### src/rtl/riscv_trace_monitor_if.sv
// Read-side handshake bundle of the trace monitor: oldest {pc, ins} entry over valid/ready.
interface riscv_trace_monitor_if #(
    parameter int XLEN = 32,
    parameter int ILEN = 32
);
    logic            rd_valid;
    logic            rd_ready;
    logic [XLEN-1:0] rd_pc;
    logic [ILEN-1:0] rd_ins;

    modport master (output rd_valid, rd_pc, rd_ins, input rd_ready);
    modport slave  (input rd_valid, rd_pc, rd_ins, output rd_ready);
endinterface

### src/rtl/riscv_trace_monitor.sv
// Execution-trace monitor: circular {pc, ins} capture buffer, halt/timeout detection, drain port.
// Optional TRACE_DEDUP_EN: only push when the PC differs from the last pushed PC.
//
// state   | meaning
// IDLE    | not capturing; buffer and flags retained
// RUN     | capturing one sample per cycle, counting cycles
// HALTED  | PC stuck for HALT_CYCLES repeats; leave via clear/reset
// TIMEOUT | RUN cycle budget exhausted; leave via clear/reset
module riscv_trace_monitor #(
    parameter int XLEN        = 32,
    parameter int ILEN        = 32,
    parameter int DEPTH       = 16,
    parameter int HALT_CYCLES = 4,
    parameter int TIMEOUT     = 1024
) (
    input  logic                     clk,
    input  logic                     reset,
    input  logic [XLEN-1:0]          PC,
    input  logic [ILEN-1:0]          ins,
    input  logic                     capture_en,
    input  logic                     clear,
    riscv_trace_monitor_if.master    rd,
    output logic [$clog2(DEPTH):0]   count,
    output logic                     overflow,
    output logic                     halted,
    output logic                     timeout,
    output logic [31:0]              cycle_cnt
);
    localparam int AW = $clog2(DEPTH);
    localparam int CW = AW + 1;
    localparam int SW = $clog2(HALT_CYCLES + 1) + 1;

    typedef enum logic [1:0] {IDLE, RUN, HALTED, TIMEOUT_ST} state_t;

    state_t            state, state_nxt;
    logic [AW-1:0]     wr_ptr, rd_ptr;
    logic [SW-1:0]     stall_cnt;
    logic [XLEN-1:0]   prev_pc;
    logic [XLEN+ILEN-1:0] mem [DEPTH];
    logic [XLEN+ILEN-1:0] rd_word;

    logic run_cycle, pc_rep, halt_hit, to_hit, keep, push, pop, full;

`ifdef TRACE_DEDUP_EN
    logic [XLEN-1:0] last_pc;
    logic            pushed_any;

    assign keep = !pushed_any || (PC != last_pc);

    always_ff @(posedge clk or negedge reset) begin
        if (!reset) begin
            last_pc    <= '0;
            pushed_any <= 1'b0;
        end else if (clear) begin
            last_pc    <= '0;
            pushed_any <= 1'b0;
        end else if (push) begin
            last_pc    <= PC;
            pushed_any <= 1'b1;
        end
    end
`else
    assign keep = 1'b1;
`endif

    // The cycle that leaves IDLE already counts as a RUN sample.
    assign run_cycle = capture_en && !clear && (state == IDLE || state == RUN);
    assign pc_rep    = (PC == prev_pc);
    assign halt_hit  = run_cycle && pc_rep && (stall_cnt == SW'(HALT_CYCLES - 1));
    assign to_hit    = run_cycle && (cycle_cnt == 32'(TIMEOUT - 1));
    assign push      = run_cycle && keep;
    assign pop       = rd.rd_valid && rd.rd_ready && !clear;
    assign full      = (count == CW'(DEPTH));

    assign rd_word     = mem[rd_ptr];
    assign rd.rd_valid = (count != '0);
    assign rd.rd_pc    = rd.rd_valid ? rd_word[XLEN+ILEN-1:ILEN] : '0;
    assign rd.rd_ins   = rd.rd_valid ? rd_word[ILEN-1:0] : '0;

    assign halted  = (state == HALTED);
    assign timeout = (state == TIMEOUT_ST);

    always_ff @(posedge clk or negedge reset) begin
        if (!reset) state <= IDLE;
        else        state <= state_nxt;
    end

    always_comb begin
        state_nxt = state;
        unique case (state)
            IDLE, RUN: begin
                if (!capture_en)   state_nxt = IDLE;
                else if (halt_hit) state_nxt = HALTED;
                else if (to_hit)   state_nxt = TIMEOUT_ST;
                else               state_nxt = RUN;
            end
            default: state_nxt = state;
        endcase
        if (clear) state_nxt = IDLE;
    end

    always_ff @(posedge clk) begin
        if (push) mem[wr_ptr] <= {PC, ins};
    end

    always_ff @(posedge clk or negedge reset) begin
        if (!reset) begin
            wr_ptr    <= '0;
            rd_ptr    <= '0;
            count     <= '0;
            overflow  <= 1'b0;
            cycle_cnt <= '0;
            stall_cnt <= '0;
            prev_pc   <= '0;
        end else if (clear) begin
            wr_ptr    <= '0;
            rd_ptr    <= '0;
            count     <= '0;
            overflow  <= 1'b0;
            cycle_cnt <= '0;
            stall_cnt <= '0;
            prev_pc   <= '0;
        end else begin
            if (run_cycle) begin
                prev_pc   <= PC;
                stall_cnt <= pc_rep ? stall_cnt + SW'(1) : '0;
                if (cycle_cnt != '1) cycle_cnt <= cycle_cnt + 32'd1;
            end
            if (push) wr_ptr <= wr_ptr + AW'(1);
            // When full, the write lands on the oldest slot, so the read side must skip it.
            if (pop || (push && full)) rd_ptr <= rd_ptr + AW'(1);
            if (push && !pop && !full)  count <= count + CW'(1);
            else if (pop && !push)      count <= count - CW'(1);
            if (push && full && !pop)   overflow <= 1'b1;
        end
    end
endmodule

### src/flat_wrapper.sv
// flat-port wrapper written by rule: the top's interface ports become plain ports
module riscv_trace_monitor_flat 
#(
    parameter int XLEN        = 32,
    parameter int ILEN        = 32,
    parameter int DEPTH       = 16,
    parameter int HALT_CYCLES = 4,
    parameter int TIMEOUT     = 1024
)
  (clk, reset, PC, ins, capture_en, clear, count, overflow, halted, timeout, cycle_cnt, rd_rd_valid, rd_rd_pc, rd_rd_ins, rd_rd_ready);
  riscv_trace_monitor_if #(.XLEN(XLEN), .ILEN(ILEN)) rd_i ();
  input  logic clk;
  input  logic reset;
  input  logic [XLEN-1:0] PC;
  input  logic [ILEN-1:0] ins;
  input  logic capture_en;
  input  logic clear;
  output logic [$clog2(DEPTH):0] count;
  output logic overflow;
  output logic halted;
  output logic timeout;
  output logic [31:0] cycle_cnt;
  output wire logic [$bits(rd_i.rd_valid)-1:0] rd_rd_valid;
  output wire logic [$bits(rd_i.rd_pc)-1:0] rd_rd_pc;
  output wire logic [$bits(rd_i.rd_ins)-1:0] rd_rd_ins;
  input wire logic [$bits(rd_i.rd_ready)-1:0] rd_rd_ready;
  assign rd_rd_valid = rd_i.rd_valid;
  assign rd_rd_pc = rd_i.rd_pc;
  assign rd_rd_ins = rd_i.rd_ins;
  assign rd_i.rd_ready = rd_rd_ready;
  riscv_trace_monitor #(.XLEN(XLEN), .ILEN(ILEN), .DEPTH(DEPTH), .HALT_CYCLES(HALT_CYCLES), .TIMEOUT(TIMEOUT)) u_core (.clk(clk), .reset(reset), .PC(PC), .ins(ins), .capture_en(capture_en), .clear(clear), .rd(rd_i), .count(count), .overflow(overflow), .halted(halted), .timeout(timeout), .cycle_cnt(cycle_cnt));
endmodule
### config.mk
export PLATFORM = sky130hd
export DESIGN_NAME = riscv_trace_monitor_flat
export DESIGN_NICKNAME = d
export VERILOG_FILES = /design/src/rtl/riscv_trace_monitor_if.sv /design/src/rtl/riscv_trace_monitor.sv /design/src/flat_wrapper.sv
export SDC_FILE = /design/constraint.sdc
export NUM_CORES = 1
export LEC_CHECK = 0
export ABC_CLOCK_PERIOD_IN_PS = 4150
export CORE_UTILIZATION = 60
export CTS_CLUSTER_DIAMETER = 50
export DETAILED_ROUTE_END_ITERATION = 7
export PLACE_DENSITY = 0.79
export SLEW_MARGIN = 20
export SYNTH_ARGS = -nofsm -noshare
export SYNTH_HDL_FRONTEND = slang
export SYNTH_SLANG_ARGS = --single-unit
### constraint.sdc
create_clock -name clk -period 4.15 [get_ports clk]
set_clock_uncertainty 0.15 [all_clocks]
set_input_delay 0.83 -clock clk [delete_from_list [all_inputs] [get_ports clk]]
set_output_delay 0.83 -clock clk [all_outputs]
set_load 0.005 [all_outputs]
==> impl_metrics.env <==
export IMPL_fin_crit_sh_pct=104
export IMPL_antenna_found_initial=8
export IMPL_synth_seq_cells=1108
export IMPL_synth_common_cells="edfxtp_1, mux4_2, nand2_1"
export IMPL_num_rows=98
export IMPL_yosysTopAreaCell="edfxtp_1"
export IMPL_gr_total_overflow=0
export IMPL_status="finished, violations left"
export IMPL_die_y_um=271
export IMPL_syn_avg_cell_area_um2=21.5
export IMPL_synthesis_area_mm2=0.0435
export IMPL_yosysUniqueCellTypes=56
export IMPL_fill_cells=3746
export IMPL_synthAdderAreaFrac_pct=0.362
export IMPL_cts_buffers=106
export IMPL_instances_no_fill=3442
export IMPL_hold_class="in2async"
export IMPL_sequentialPowerShare_pct=46.2
export IMPL_hpwl_mm=56.7
export IMPL_die_area_mm2=0.0736
export IMPL_place_ws_ns=0.321
export IMPL_yosys_area_share_xor_xnor_pct=0.886
export IMPL_clock_sinks=1108
export IMPL_drv_slew=0
export IMPL_yosys_top_cells_area="edfxtp_1, mux4_2, dfrtp_1, and2_1, nand2_1"
export IMPL_port_buffers=173
export IMPL_fin_hold_ws_ns=0.121
export IMPL_period_minus_slack_ns=4.30
export IMPL_reg2reg_setup_slack_ns=1.08
export IMPL_fmax_ghz=0.233
export IMPL_netSwitchingFraction_pct=24.4
export IMPL_crit_type="reg2out"
export IMPL_synth_top_area_share_pct=70.7
export IMPL_clk_latency_ns=0.67
export IMPL_initial_core_util_pct=60.8
export IMPL_synth_warnings=0
export IMPL_start_kind="flip-flop"
export IMPL_fin_nets=2483
export IMPL_dr_pass1_iters=6
export IMPL_grt_pass1_vias=24500
export IMPL_power_frac_clock_pct=36.1
export IMPL_p_leak_nw=17.1
export IMPL_synth_net_count=2106
export IMPL_cts_tree="built"
export IMPL_combPwrFrac_pct=17.7
export IMPL_wirelength_mm=124
export IMPL_syn2layout_area_growth_pct=20.5
export IMPL_synth_mux_area_share_pct=16.9
export IMPL_required_ns=3.17
export IMPL_power_switching_mw=6.56
export IMPL_final_antenna_net_count=0
export IMPL_ys_flop_type="edfxtp_1"
export IMPL_synth_edf_count=1024
export IMPL_core_area_mm2=0.0716
export IMPL_synth_compound_area_share_pct=1.32
export IMPL_synthArstFlopShare_pct=7.58
export IMPL_grt_first_pass_wirelength_mm=168
export IMPL_seq_area_frac_synth_pct=75.5
export IMPL_violations="setup timing"
export IMPL_power_density_mw_per_mm2=513
export IMPL_critPathArrivalTime_ns=3.32
export IMPL_p_int_mw=20.3
export IMPL_rsz0062_at_grt="true"
export IMPL_drive_gt1_share_pct=30.3
export IMPL_gr_usage_all_layers_pct=32.2
export IMPL_cp_end_kind="output pin"
export IMPL_setup_viol=10
export IMPL_cts_hold_buf=0
export IMPL_die_w_um=271
export IMPL_slew_headroom_pct=41.5
export IMPL_yosys_area_share_simple_pct=3.88
export IMPL_synth_top_family_by_area="multiplexers"
export IMPL_peakVddDrop_mv=0.370
export IMPL_drv_cap=0
export IMPL_worstPathMaxFanout=11
export IMPL_hold_viol=0
export IMPL_dr_total_vias=24300
export IMPL_syn_instance_count=2025
export IMPL_grt_start_max_net_pins=67
export IMPL_placedCellCount=3153
export IMPL_place_congestion=0.841
export IMPL_worst_slack_ns=-0.148
export IMPL_tightest_slew_ns=0.878
export IMPL_drt_iter0_markers=3648
export IMPL_path_clk_slew_ns=0.06
export IMPL_cts_buffer_depth=3
export IMPL_io_pins=174
export IMPL_drc=0
export IMPL_vias_per_cell=7.06
export IMPL_cts_htree_levels=3
export IMPL_wl_per_cell_um=36.2
export IMPL_cts_root_buf="clkbuf_16"
export IMPL_synthMostInstantiatedCell="edfxtp_1"
what timing repair did:
action,CTS,global route
setup endpoints to repair,64,50
buffers inserted,22,44
hold endpoints to repair,0,0
gates resized for setup,65,106
gates cloned,14,13
power by group through the flow:
stage	sequential, mW	clock, mW	combinational, mW
6_report	12.4	9.70	4.76
5_1_grt	12.4	10.1	4.93
4_1_cts	12.4	9.57	4.20
3_5_place_dp	12.7	0	3.67
3_3_place_gp	12.6	0	3.60
2_1_floorplan	12.6	0	2.13
layer usage:
| layer | GRT usage [%] | routed length (um) | share of wire [%] | vias to the layer above |
|---|---|---|---|---|
| met5 | 0 | 42 | 0.034 | - |
| li1 | - | - | - | 9164 |
| met4 | 14.5 | 6180 | 5.0 | 6 |
| met3 | 5.89 | 13200 | 11 | 406 |
| met2 | 53.6 | 62400 | 50 | 2156 |
| met1 | 42.0 | 42700 | 34 | 12600 |
logic make-up (layout without fill, tap and decap cells):
kind of cell	count (synthesis)	after routing
AOI/OAI and AO/OA	92	92
xor gates and xnor gates	44	44
adders and majority gates	12	12
buffers and inverters	116	579
DFF	1108	1108
muxes	334	334
other	0	4
and+or+nand+nor	319	319
area by class of cell:
cell class              instances  area, um^2  area share (%)
diodes                          4        10.0          0.0191
clock buffers                 134        2850            5.44
clock inverters                60         544            1.04
inverters                      13        48.8          0.0930
multi-input cells             801       10300            19.6
flip-flops and latches       1108       32900            62.7
well taps                     950        1190            2.27
repair buffers                372        4640            8.85
per-stage QoR:
step	utilization (%)	total power [mW]	cell area, um^2	setup TNS (ns)
floorplan	-	14.7	43500	0
global placement	66.3	16.2	47500	0
detailed placement	66.3	16.3	47500	0
CTS	72.1	26.2	51600	-4.02
global route	73.2	27.5	52400	-1.26
finish	73.2	26.9	52400	-0.726
layout by cell type (no fill, tap or decap), types with 5 or more instances in the layout:
cell type	count
clkinvlp_4	5
dlygate4sd2_1	8
nor2b_1	12
dfrtp_1	80
inv_1	12
and3_1	8
clkdlybuf4s50_1	115
clkinv_2	18
clkbuf_2	11
nand4_1	15
clkbuf_16	122
bufinv_16	7
nor2_1	37
or4_1	7
or3_1	7
a21oi_1	49
buf_16	21
buf_4	104
mux4_2	320
and2_1	41
o31ai_1	8
clkbuf_1	23
nor4_1	16
mux2_2	10
nand2_1	96
inv_6	5
nor3_1	5
nand3_1	17
ha_1	11
clkinv_1	17
dlymetal6s2s_1	24
buf_12	56
o21ai_0	12
clkdlybuf4s15_1	12
and2_4	44
xnor2_1	40
edfxtp_1	1024
path summary, 6_finish.rpt:
kind,startpoint,end,cells past startpoint
min in group clk,u_core.stall_cnt[0],u_core.stall_cnt[0],1
worst min-delay path,reset,u_core.cycle_cnt[19],1
worst min register to register,u_core.stall_cnt[0],u_core.stall_cnt[0],1
max in group asynchronous,reset,u_core.count[1],2
worst max register to register,u_core.state[1],u_core.count[4],8
worst max-delay path,u_core.rd_ptr[0],rd_rd_ins[12],6
critical path, stage by stage, from the launching register on:
cell and delay, ns:
dfrtp_4 0.48, buf_16 0.17, bufbuf_16 0.31, mux4_2 0.55
mux4_2 0.49, and2_1 0.19, clkdlybuf4s50_1 0.45
sequential cells by signal, indices dropped and copies added (netlist names):
name / cells
u_core.rd_ptr: 4
u_core.stall_cnt: 4
u_core.mem: 1024
u_core.wr_ptr: 4
u_core.state: 2
u_core.count: 5
u_core.cycle_cnt: 32
u_core.overflow: 1
u_core.prev_pc: 32
(Power assumes the default switching activity.)
